### src/rtl/bus_arb_pkg.sv
// Shared types for the two-master split-capable bus arbiter.
// Holds the FSM state, master ids and the round-robin pick.
package bus_arb_pkg;

    localparam int CNT_W = 16;

    typedef enum logic [1:0] {
        IDLE,
        GRANT_M1,
        GRANT_M2,
        SPLIT_RESUME
    } arb_state_e;

    typedef enum logic {
        M1 = 1'b0,
        M2 = 1'b1
    } master_e;

    function automatic master_e rr_pick(
        input logic    rr,
        input master_e last,
        input logic    e1,
        input logic    e2
    );
        if (e1 && e2) begin
            if (!rr) return M1;
            if (last == M1) return M2;
            return M1;
        end
        if (e1) return M1;
        return M2;
    endfunction

endpackage

### src/rtl/bus_arbiter_split.sv
// Two-master bus arbiter with one split slave, round-robin or
// fixed priority, and a per-grant watchdog.
module bus_arbiter_split
    import bus_arb_pkg::*;
#(
    parameter int TIMEOUT_CYCLES = 255,
    parameter int ROUND_ROBIN    = 1
) (
    input  logic clk,
    input  logic rst,
    input  logic m1_req,
    input  logic m2_req,
    input  logic txn_done,
    input  logic split_ack,
    input  logic split_req,
    output logic m1_grant,
    output logic m2_grant,
    output logic msel,
    output logic split_grant,
    output logic timeout,
    output logic split_err
);

    localparam logic [CNT_W-1:0] CNT_LAST = CNT_W'(TIMEOUT_CYCLES - 1);

    arb_state_e       state_q, state_d;
    logic [CNT_W-1:0] cnt_q, cnt_d;
    master_e          last_q, last_d;
    master_e          owner_q, owner_d;
    logic             pend_q, pend_d;

    master_e win;
    master_e cur;
    logic    cur_req;
    logic    e1, e2;
    logic    hit;

    // The split owner may not re-arbitrate until its transaction resumes.
    assign e1      = m1_req && !(pend_q && owner_q == M1);
    assign e2      = m2_req && !(pend_q && owner_q == M2);
    assign cur     = master_e'(state_q == GRANT_M2);
    assign cur_req = (cur == M1) ? m1_req : m2_req;
    assign hit     = (cnt_q == CNT_LAST);

    always_comb begin
        state_d   = state_q;
        cnt_d     = cnt_q + CNT_W'(1);
        last_d    = last_q;
        owner_d   = owner_q;
        pend_d    = pend_q;
        timeout   = 1'b0;
        split_err = 1'b0;
        win       = M1;
        unique case (state_q)
            IDLE: begin
                cnt_d = '0;
                if (pend_q && split_req) begin
                    state_d = SPLIT_RESUME;
                end else if (e1 || e2) begin
                    win     = rr_pick(ROUND_ROBIN != 0, last_q, e1, e2);
                    state_d = (win == M1) ? GRANT_M1 : GRANT_M2;
                    last_d  = win;
                end
            end
            GRANT_M1, GRANT_M2: begin
                if (split_ack) begin
                    state_d = IDLE;
                    if (pend_q) begin
                        split_err = 1'b1;
                    end else begin
                        pend_d  = 1'b1;
                        owner_d = cur;
                    end
                end else if (txn_done) begin
                    state_d = IDLE;
                end else if (hit) begin
                    timeout = 1'b1;
                    state_d = IDLE;
                end else if (!cur_req) begin
                    state_d = IDLE;
                end
            end
            SPLIT_RESUME: begin
                if (split_ack) begin
                    split_err = 1'b1;
                    state_d   = IDLE;
                end else if (txn_done) begin
                    pend_d  = 1'b0;
                    state_d = IDLE;
                end else if (hit) begin
                    timeout = 1'b1;
                    pend_d  = 1'b0;
                    state_d = IDLE;
                end
            end
            default: state_d = IDLE;
        endcase
    end

    always_ff @(posedge clk) begin
        if (rst) begin
            state_q <= IDLE;
            cnt_q   <= '0;
            last_q  <= M2;
            owner_q <= M1;
            pend_q  <= 1'b0;
        end else begin
            state_q <= state_d;
            cnt_q   <= cnt_d;
            last_q  <= last_d;
            owner_q <= owner_d;
            pend_q  <= pend_d;
        end
    end

    // Grants follow the registered state; a resume grants the split owner.
    assign split_grant = (state_q == SPLIT_RESUME);
    assign m1_grant    = (state_q == GRANT_M1) ||
                         (split_grant && owner_q == M1);
    assign m2_grant    = (state_q == GRANT_M2) ||
                         (split_grant && owner_q == M2);
    assign msel        = m2_grant;

endmodule

### config.mk
export PLATFORM = sky130hd
export DESIGN_NAME = bus_arbiter_split
export DESIGN_NICKNAME = d
export VERILOG_FILES = /design/src/rtl/bus_arb_pkg.sv /design/src/rtl/bus_arbiter_split.sv
export SDC_FILE = /design/constraint.sdc
export NUM_CORES = 1
export LEC_CHECK = 0
export CORE_MARGIN = 2
export CORE_UTILIZATION = 60
export CTS_BUF_LIST = sky130_fd_sc_hd__clkbuf_4 sky130_fd_sc_hd__clkbuf_8
export DETAILED_ROUTE_END_ITERATION = 8
export PLACE_DENSITY = 0.88
export SLEW_MARGIN = 15
export SYNTH_ARGS = -nofsm -noshare
export SYNTH_HDL_FRONTEND = slang
export SYNTH_SLANG_ARGS = --single-unit
### constraint.sdc
create_clock -name clk -period 3.25 [get_ports clk]
set_input_delay 0.325 -clock clk [delete_from_list [all_inputs] [get_ports clk]]
set_output_delay 0.325 -clock clk [all_outputs]
set_load 0.01 [all_outputs]
==> key figures, run 1 <==
Placement
  – Hpwl dp: 1780 um
  – GP Congestion: 0.794
  – # port buffers: 12
  – Setup WS pre-CTS: 1.12 ns

STA
  – Unrepaired setup endpoints after global routing: no
  – Endpoints failing setup: 0
  – Worst Clk Skew: 0.00683 ns
  – Setup TNS: 0 ns
  – Slew Viols, Final: 0
  – Final hold viol count: 0
  – Worst Slack Setup Final: 0.753 ns
  – Slew margin rel.: 77.4%
  – Final period util: 76.8%
  – Fin crit period: 2.50 ns
  – Least-Margin Pin Slew: 0.335 ns
  – Max Freq: 0.400 GHz
  – Hold_ws: 0.477 ns

Finish
  – Layout area overhead: 12.6%
  – Fraction of layout cells with a size suffix above 1: 9.79%
  – Multi-input logic area: 683 sq um
  – Most common cell after layout, fill and taps aside: dfxtp_1
  – Most frequent cells in the layout: dfxtp_1, nor2_1, clkdlybuf4s50_1
  – Nets: 157
  – # fillers: 143
  – FF/Latch Area: 420 sq um
  – Ant diodes: 0

Routing
  – Vias/cell: 5.94
  – Drt wl/cell: 14.3 um
  – Number of remaining DRC errors: 0
  – Via count: 998
  – DR iter-0 viols: 25
  – First-pass DRT Iterations: 5
  – ANT nets after route: 0
  – Total routed wirelength: 2400 um

Job
  – Maxcap violations: 0

Worst setup path
  – R2R Setup Slk: 1.27 ns
  – CP cell instances: inv_1, ha_1, nor4b_1, nand4_2, nor4_1, clkdlybuf4s50_1
  – Crit Path Class: flip-flop to output port
  – CP Buf/Inv Count: 2
  – Crit-path max cell delay: 0.58 ns
  – Data arrival time of the worst path: 2.17 ns
  – CP Max Fanout: 4
  – CP max-delay cell: clkdlybuf4s50_1
  – Cell family with most CP delay: simple AND/OR/NAND/NOR gates
  – Critical path capture point type: output port
  – CP required: 2.92 ns
  – Startpoint types: flip-flop

Synth
  – Asr flop ratio synth: 0%
  – Top_reg_cell synth: dfxtp_1
  – Synth cell types: 39
  – Average cell area after synthesis: 8.71 sq um
  – Cells after synthesis: 133
  – Area fraction of the dominant cell type after synthesis: 36.3%
  – Cell taking the most area after synthesis: dfxtp_1
  – Post-synthesis sequential area ratio: 36.3%
  – Ranking of synthesized cells by area: dfxtp_1, ha_1, xor2_1
  – #FFs+latches synth: 21
  – Synth Net Count: 146
  – Synth warn: 0
  – Post-synthesis cell area: 0.00116 sq mm
  – Number of flops mapped to enable cells by yosys: 0

Power and ir drop
  – Overall power: 0.764 mW
  – Max VDD drop: 0.000368 V
  – Pleak: 0.481 nW
  – Power per cell area: 585 mW/mm^2

Clock network
  – Post-cts sizing count: 0
  – Max H-tree Level: 1
  – Maximum clock insertion buffer count: 2
  – Cts bufs inserted: 3
  – CTS Root Cell: clkbuf_4
  – CTS Sinks: 21
  – CTS tree: yes
  – Clk pin slew, worst setup/hold paths: 0.11 ns
  – Clk_lat worst skew: 0.32 ns
  – Hold Buf Count CTS: 0
  – Post-CTS Setup Bufs: 0

GRT
  – Largest net degree at the start of global routing: 17
  – Initial antenna violation count: 0
  – First-pass GRT wire length: 3930 um
  – Gr ovfl total: 0
  – Vias in the first global route: 945
  – Tot GR Track Use: 25.0%

Floorplan
  – Row count: 15
  – Starting Density: 65.7%
  – Die height: 47.9 um
  – IO Count: 13
  – Die width: 47.9 um
  – Die ar.: 0.00230 sq mm
  – Core Box Area: 0.00176 sq mm

Status
  – Status: finished, final reports clean

Min path
  – Tightest Hold Check Type: flip-flop to flip-flop
[Yosys cell counts (3+ instances only)]
library cell,n
or3_1,4
dfxtp_1,21
mux2_2,3
ha_1,6
nand2_1,6
o21ai_0,4
inv_1,6
xor2_1,8
a21o_1,3
nor2_1,18
nand3_1,7
a21oi_1,9
nand4_1,4
[where the power goes]
| group | internal (mW) | switching, mW | leakage, nW |
|---|---|---|---|
| sequential | 0.287 | 0.0361 | 0.170 |
| combinational | 0.146 | 0.167 | 0.293 |
| clock | 0.0462 | 0.0814 | 0.0177 |
| total | 0.479 | 0.284 | 0.481 |
[logic make-up after synthesis]
kind of cell             share of synthesized area, %
adder cells (fa/ha/maj)                          6.48
buffers and inverters                            4.75
flip-flops                                       36.3
multiplexers                                     3.78
AND/OR/NAND/NOR                                  28.1
AO/OA/AOI/OAI                                    13.1
XOR/XNOR                                         7.56
[layer usage]
layer  wire [um]  global-route usage, %  share of wire, %  up-vias
met2        1140                   43.5                48       38
met5           0                      0                 0        -
met3         143                   5.66               6.0        9
li1            -                      -                 -      492
met1        1040                   28.6                43      459
met4          75                   12.4               3.1        0
[sequential cells by signal, summed over array words and instances, names as in the netlist]
name	cells
state_q	2
cnt_q	16
last_q	1
pend_q	1
owner_q	1
[worst paths after layout]
kind,cells after the start,end,from
setup / recovery,6,timeout,cnt_q[0]$_SDFF_PP0_
hold / removal,1,cnt_q[0]$_SDFF_PP0_,cnt_q[0]$_SDFF_PP0_
setup reg to reg,6,state_q[1]$_SDFFE_PP0P_,state_q[0]$_SDFFE_PP0P_
hold reg to reg,1,cnt_q[0]$_SDFF_PP0_,cnt_q[0]$_SDFF_PP0_
[stage by stage]
| stage | cells | area, sq um | utilization [%] |
|---|---|---|---|
| 4_1_cts | 168 | 1310 | 74.0 |
| 2_1_floorplan | 133 | 1160 | - |
| 6_report | 168 | 1310 | 74.0 |
| 3_5_place_dp | 164 | 1280 | 72.4 |
| 5_1_grt | 168 | 1310 | 74.0 |
| 3_3_place_gp | 164 | 1280 | 72.4 |
[layout make-up]
type                    instances  area share, %
multi-input cells             100           52.3
flip-flops and latches         21           32.2
repair buffers                 12           9.20
well taps                      25           2.40
clock buffers                   3           1.73
inverters                       6           1.73
clock inverters                 1          0.384
Note: power is estimated with default switching activity, not from simulation.
==> run 2, diff against run 1 <==
--- a/config.mk
+++ b/config.mk
@@ -6,10 +6,10 @@
 export NUM_CORES = 1
 export LEC_CHECK = 0
 export CORE_MARGIN = 2
-export CORE_UTILIZATION = 60
+export CORE_UTILIZATION = 57
 export CTS_BUF_LIST = sky130_fd_sc_hd__clkbuf_4 sky130_fd_sc_hd__clkbuf_8
 export DETAILED_ROUTE_END_ITERATION = 8
-export PLACE_DENSITY = 0.88
+export PLACE_DENSITY = 0.85
 export SLEW_MARGIN = 15
 export SYNTH_ARGS = -nofsm -noshare
 export SYNTH_HDL_FRONTEND = slang
==> constraint.sdc (replaced) <==
create_clock -name clk -period 2.6 [get_ports clk]
set_input_delay 0.26 -clock clk [delete_from_list [all_inputs] [get_ports clk]]
set_output_delay 0.26 -clock clk [all_outputs]
set_load 0.01 [all_outputs]
==> key figures, run 2 (synthesized netlist as in run 1, its figures left out) <==
Power and ir drop
  – Power per cell area: 711 mW/mm^2
  – Comb pwr share: 40.0%
  – Switching Fraction: 35.0%
  – Sequential share of power: 42.5%
  – Clk pwr share: 17.5%
  – Pleak: 0.488 nW
  – Internal power: 0.609 mW
  – Sw power: 0.328 mW
  – Max VDD drop: 0.000441 V
  – Overall power: 0.937 mW

Finish
  – Largest register FFs: 16
  – Post-route cell area: 0.00132 sq mm
  – Nets: 158
  – Top reg by flops: cnt_q
  – # fillers: 180
  – Multi-input logic area: 683 sq um
  – FF/Latch Area: 420 sq um
  – Most common cell after layout, fill and taps aside: dfxtp_1
  – Layout area overhead: 13.7%
  – Most frequent cells in the layout: dfxtp_1, nor2_1, clkdlybuf4s50_1
  – Top Registers: cnt_q: 16 flops, state_q: 2 flops
  – Ant diodes: 0
  – Fraction of layout cells with a size suffix above 1: 10.4%

GRT
  – Tot GR Track Use: 19.8%
  – Gr ovfl total: 0
  – Initial antenna violation count: 0
  – Vias in the first global route: 898
  – Largest net degree at the start of global routing: 17
  – First-pass GRT wire length: 3800 um

Clock network
  – Post-cts sizing count: 0
  – Clk pin slew, worst setup/hold paths: 0.11 ns
  – Hold Buf Count CTS: 0
  – CTS Root Cell: clkbuf_4
  – Max H-tree Level: 1
  – Clk_lat worst skew: 0.30 ns
  – CTS tree: yes
  – Cts bufs inserted: 3
  – CTS Sinks: 21
  – Maximum clock insertion buffer count: 2
  – Post-CTS Setup Bufs: 0

STA
  – Worst Slack Setup Final: 0.190 ns
  – Fin crit period: 2.41 ns
  – Slew Viols, Final: 0
  – Final hold viol count: 0
  – Worst Clk Skew: 0.00297 ns
  – Setup TNS: 0 ns
  – Max Freq: 0.415 GHz
  – Hold_ws: 0.471 ns
  – Final period util: 92.7%
  – Endpoints failing setup: 0
  – Slew margin rel.: 74.8%
  – Unrepaired setup endpoints after global routing: no
  – Least-Margin Pin Slew: 0.373 ns

Placement
  – Setup WS pre-CTS: 0.531 ns
  – Placed Area: 0.00129 sq mm
  – GP Congestion: 0.794
  – # port buffers: 12
  – Hpwl dp: 1670 um

Routing
  – Number of remaining DRC errors: 0
  – Vias/cell: 5.64
  – Via count: 964
  – First-pass DRT Iterations: 4
  – Drt wl/cell: 12.8 um
  – Total routed wirelength: 2190 um
  – ANT nets after route: 0
  – DR iter-0 viols: 15

Worst setup path
  – Crit Path Class: flip-flop to output port
  – Critical path capture point type: output port
  – Startpoint types: flip-flop
  – CP Max Fanout: 4
  – CP required: 2.34 ns
  – Data arrival time of the worst path: 2.15 ns

Job
  – Maxcap violations: 0

Floorplan
  – Die height: 49.1 um
  – Core Box Area: 0.00194 sq mm
  – Row count: 16
  – Die width: 49.1 um
  – Starting Density: 59.7%
  – IO Count: 13
  – Die ar.: 0.00241 sq mm

Min path
  – Tightest Hold Check Type: flip-flop to flip-flop

Status
  – Status: finished, final reports clean
[run 2: cell count changes in the layout (fill, tap and decap cells not counted)]
cell / change
buf_4: +1
clkbuf_4: +1
clkinv_2: -1
[run 2: layout make-up]
class / instances / area share [%]
Inverter: 6 / 1.71
Timing Repair Buffer: 13 / 9.69
Clock buffer: 4 / 2.28
Tap cell: 27 / 2.56
Multi-Input combinational cell: 100 / 51.9
Sequential cell: 21 / 31.9
[run 2: stage by stage]
step / cells / util (%)
6_report: 171 / 67.8
4_1_cts: 171 / 67.8
5_1_grt: 171 / 67.8
3_3_place_gp: 167 / 66.3
2_1_floorplan: 133 / -
3_5_place_dp: 167 / 66.3
[run 2: path summary, 6_finish.rpt]
path | startpoint | cells past startpoint | endpoint | slack, ns
max | cnt_q[0]$_SDFF_PP0_ | 6 | timeout | 0.19
min | cnt_q[0]$_SDFF_PP0_ | 1 | cnt_q[0]$_SDFF_PP0_ | 0.47
max reg2reg | state_q[0]$_SDFFE_PP0P_ | 6 | state_q[0]$_SDFFE_PP0P_ | 0.73
min reg2reg | cnt_q[0]$_SDFF_PP0_ | 1 | cnt_q[0]$_SDFF_PP0_ | 0.47
[run 2: per-layer routing]
layer  vias up  GRT usage (%)  wire length, um
met5         -              0                0
met4         0           7.62               19
met3         2           4.91              111
met2        32           34.0             1010
met1       438           23.7             1050
li1        492              -                -
[run 2: worst max-delay path: stages, from the launching register on]
cell,delay [ns]
dfxtp_1,0.35
inv_1,0.06
ha_1,0.14
nor4b_1,0.33
nand4_2,0.20
nor4_1,0.20
clkdlybuf4s50_1,0.58
[run 2: power by group through the flow]
stage / logic (mW) / clock network [mW] / registers (mW)
after global placement: 0.362 / 0 / 0.402
final: 0.375 / 0.164 / 0.398
after floorplan: 0.300 / 0 / 0.383
after detailed placement: 0.374 / 0 / 0.405
after CTS: 0.375 / 0.168 / 0.397
after global routing: 0.409 / 0.183 / 0.405
==> run 3, diff against run 2 <==
--- a/config.mk
+++ b/config.mk
@@ -5,11 +5,12 @@
 export SDC_FILE = /design/constraint.sdc
 export NUM_CORES = 1
 export LEC_CHECK = 0
+export CORE_ASPECT_RATIO = 0.75
 export CORE_MARGIN = 2
 export CORE_UTILIZATION = 57
 export CTS_BUF_LIST = sky130_fd_sc_hd__clkbuf_4 sky130_fd_sc_hd__clkbuf_8
 export DETAILED_ROUTE_END_ITERATION = 8
-export PLACE_DENSITY = 0.85
+export PLACE_DENSITY = 0.81
 export SLEW_MARGIN = 15
 export SYNTH_ARGS = -nofsm -noshare
 export SYNTH_HDL_FRONTEND = slang
==> key figures, run 3 (synthesized netlist as in run 1, its figures left out) <==
Power and ir drop
  – Switching Fraction: 35.3%
  – Sequential share of power: 42.3%
  – Sw power: 0.332 mW
  – Overall power: 0.943 mW
  – Power per cell area: 718 mW/mm^2
  – Pleak: 0.485 nW
  – Comb pwr share: 40.1%
  – Clk pwr share: 17.6%
  – Max VDD drop: 0.000562 V
  – Internal power: 0.610 mW

GRT
  – GRT busiest layer: met2
  – Met2 Track Usage GR: 32.9%
  – First-pass GRT wire length: 3800 um
  – Largest net degree at the start of global routing: 17
  – Initial antenna violation count: 0
  – Tot GR Track Use: 20.5%
  – GR Util met1: 26.1%
  – Gr ovfl total: 0
  – Vias in the first global route: 865
  – Grt met3 use: 6.71%

Clock network
  – Max H-tree Level: 1
  – Cts bufs inserted: 3
  – Post-CTS Setup Bufs: 0
  – Clk pin slew, worst setup/hold paths: 0.10 ns
  – Hold Buf Count CTS: 0
  – Clk_lat worst skew: 0.31 ns
  – CTS Sinks: 21
  – Maximum clock insertion buffer count: 2
  – CTS Root Cell: clkbuf_4
  – CTS tree: yes

Finish
  – Top Registers: cnt_q: 16 flops, state_q: 2 flops
  – Most frequent cells in the layout: dfxtp_1, nor2_1, clkdlybuf4s50_1
  – FF/Latch Area: 420 sq um
  – Nets: 157
  – Largest register FFs: 16
  – Most common cell after layout, fill and taps aside: dfxtp_1
  – # fillers: 178
  – Multi-input logic area: 689 sq um
  – Post-route cell area: 0.00131 sq mm
  – Ant diodes: 0
  – Fraction of layout cells with a size suffix above 1: 10.5%
  – Layout area overhead: 13.3%
  – Top reg by flops: cnt_q

Routing
  – DR iter-0 viols: 25
  – ANT nets after route: 0
  – Vias/cell: 5.82
  – Via count: 972
  – First-pass DRT Iterations: 4
  – Total routed wirelength: 2210 um
  – Drt wl/cell: 13.2 um
  – Number of remaining DRC errors: 0

Floorplan
  – Die ar.: 0.00241 sq mm
  – Row count: 14
  – Starting Density: 59.1%
  – Die width: 56.1 um
  – IO Count: 13
  – Die height: 43.0 um
  – Core Box Area: 0.00196 sq mm

Placement
  – GP Congestion: 0.763
  – # port buffers: 12
  – Placed Area: 0.00128 sq mm
  – Hpwl dp: 1670 um
  – Setup WS pre-CTS: 0.579 ns

STA
  – Least-Margin Pin Slew: 0.335 ns
  – Max Freq: 0.430 GHz
  – Worst Slack Setup Final: 0.274 ns
  – Fin crit period: 2.33 ns
  – Slew Viols, Final: 0
  – Endpoints failing setup: 0
  – Setup TNS: 0 ns
  – Slew margin rel.: 77.6%
  – Hold_ws: 0.468 ns
  – Unrepaired setup endpoints after global routing: no
  – Worst Clk Skew: 0.0115 ns
  – Final hold viol count: 0
  – Final period util: 89.5%

Worst setup path
  – CP startpoint: cnt_q[2]$_SDFF_PP0_
  – CP required: 2.34 ns
  – Critical path capture point type: output port
  – Crit Path Class: flip-flop to output port
  – Startpoint types: flip-flop
  – Data arrival time of the worst path: 2.07 ns
  – R2R Setup Slk: 0.66 ns
  – Reg2reg start: state_q[0]$_SDFFE_PP0P_
  – CP Max Fanout: 8

Job
  – Maxcap violations: 0

Min path
  – Hold_sp: cnt_q[0]$_SDFF_PP0_
  – Tightest Hold Check Type: flip-flop to flip-flop

Status
  – Status: finished, final reports clean
-- run 3: changes by cell type in the layout (fill, tap and decap cells not counted) --
| cell | previous run | this run |
|---|---|---|
| nor4b_1 | 1 | 0 |
| nor4b_2 | 0 | 1 |
| buf_4 | 1 | 0 |
-- run 3: cell type report --
type / instances / share of cell area (%)
multi-input combinational: 100 / 52.5
inverter: 6 / 1.72
timing repair buffer: 12 / 9.15
tap: 24 / 2.29
clock buffer: 4 / 2.29
sequential: 21 / 32.0
-- run 3: metal layers --
metal	vias to the layer above	wire, um
li1	490	-
met3	2	68
met1	470	1080
met2	10	1040
met4	0	20
met5	-	0
-- run 3: stage by stage --
step                instances  util [%]
CTS                       167      66.6
finish                    167      66.9
global placement          163      65.1
detailed placement        163      65.1
floorplan                 133         -
global route              167      66.9
-- run 3: final timing paths --
| path | endpoint | cells after the start |
|---|---|---|
| max | timeout | 4 |
| min | cnt_q[0]$_SDFF_PP0_ | 1 |
| max reg2reg | state_q[0]$_SDFFE_PP0P_ | 6 |
| min reg2reg | cnt_q[0]$_SDFF_PP0_ | 1 |
-- run 3: power groups by stage --
stage                     clock network, mW  registers [mW]  logic [mW]
after CTS                             0.176           0.398       0.378
after global routing                  0.188           0.408       0.421
after detailed placement                  0           0.406       0.377
after global placement                    0           0.403       0.368
final                                 0.166           0.399       0.378
after floorplan                           0           0.383       0.300
-- run 3: worst max-delay path, stage by stage (launching register included) --
cell,delay [ns]
dfxtp_1,0.41
and4_1,0.41
nand4_2,0.17
nor4_1,0.20
clkdlybuf4s50_1,0.58
-- run 3: what timing repair did --
action,4_1_cts,5_1_grt
endpoints found under the hold margin,0,0
resized for setup,0,1
endpoints found under the setup margin,0,1
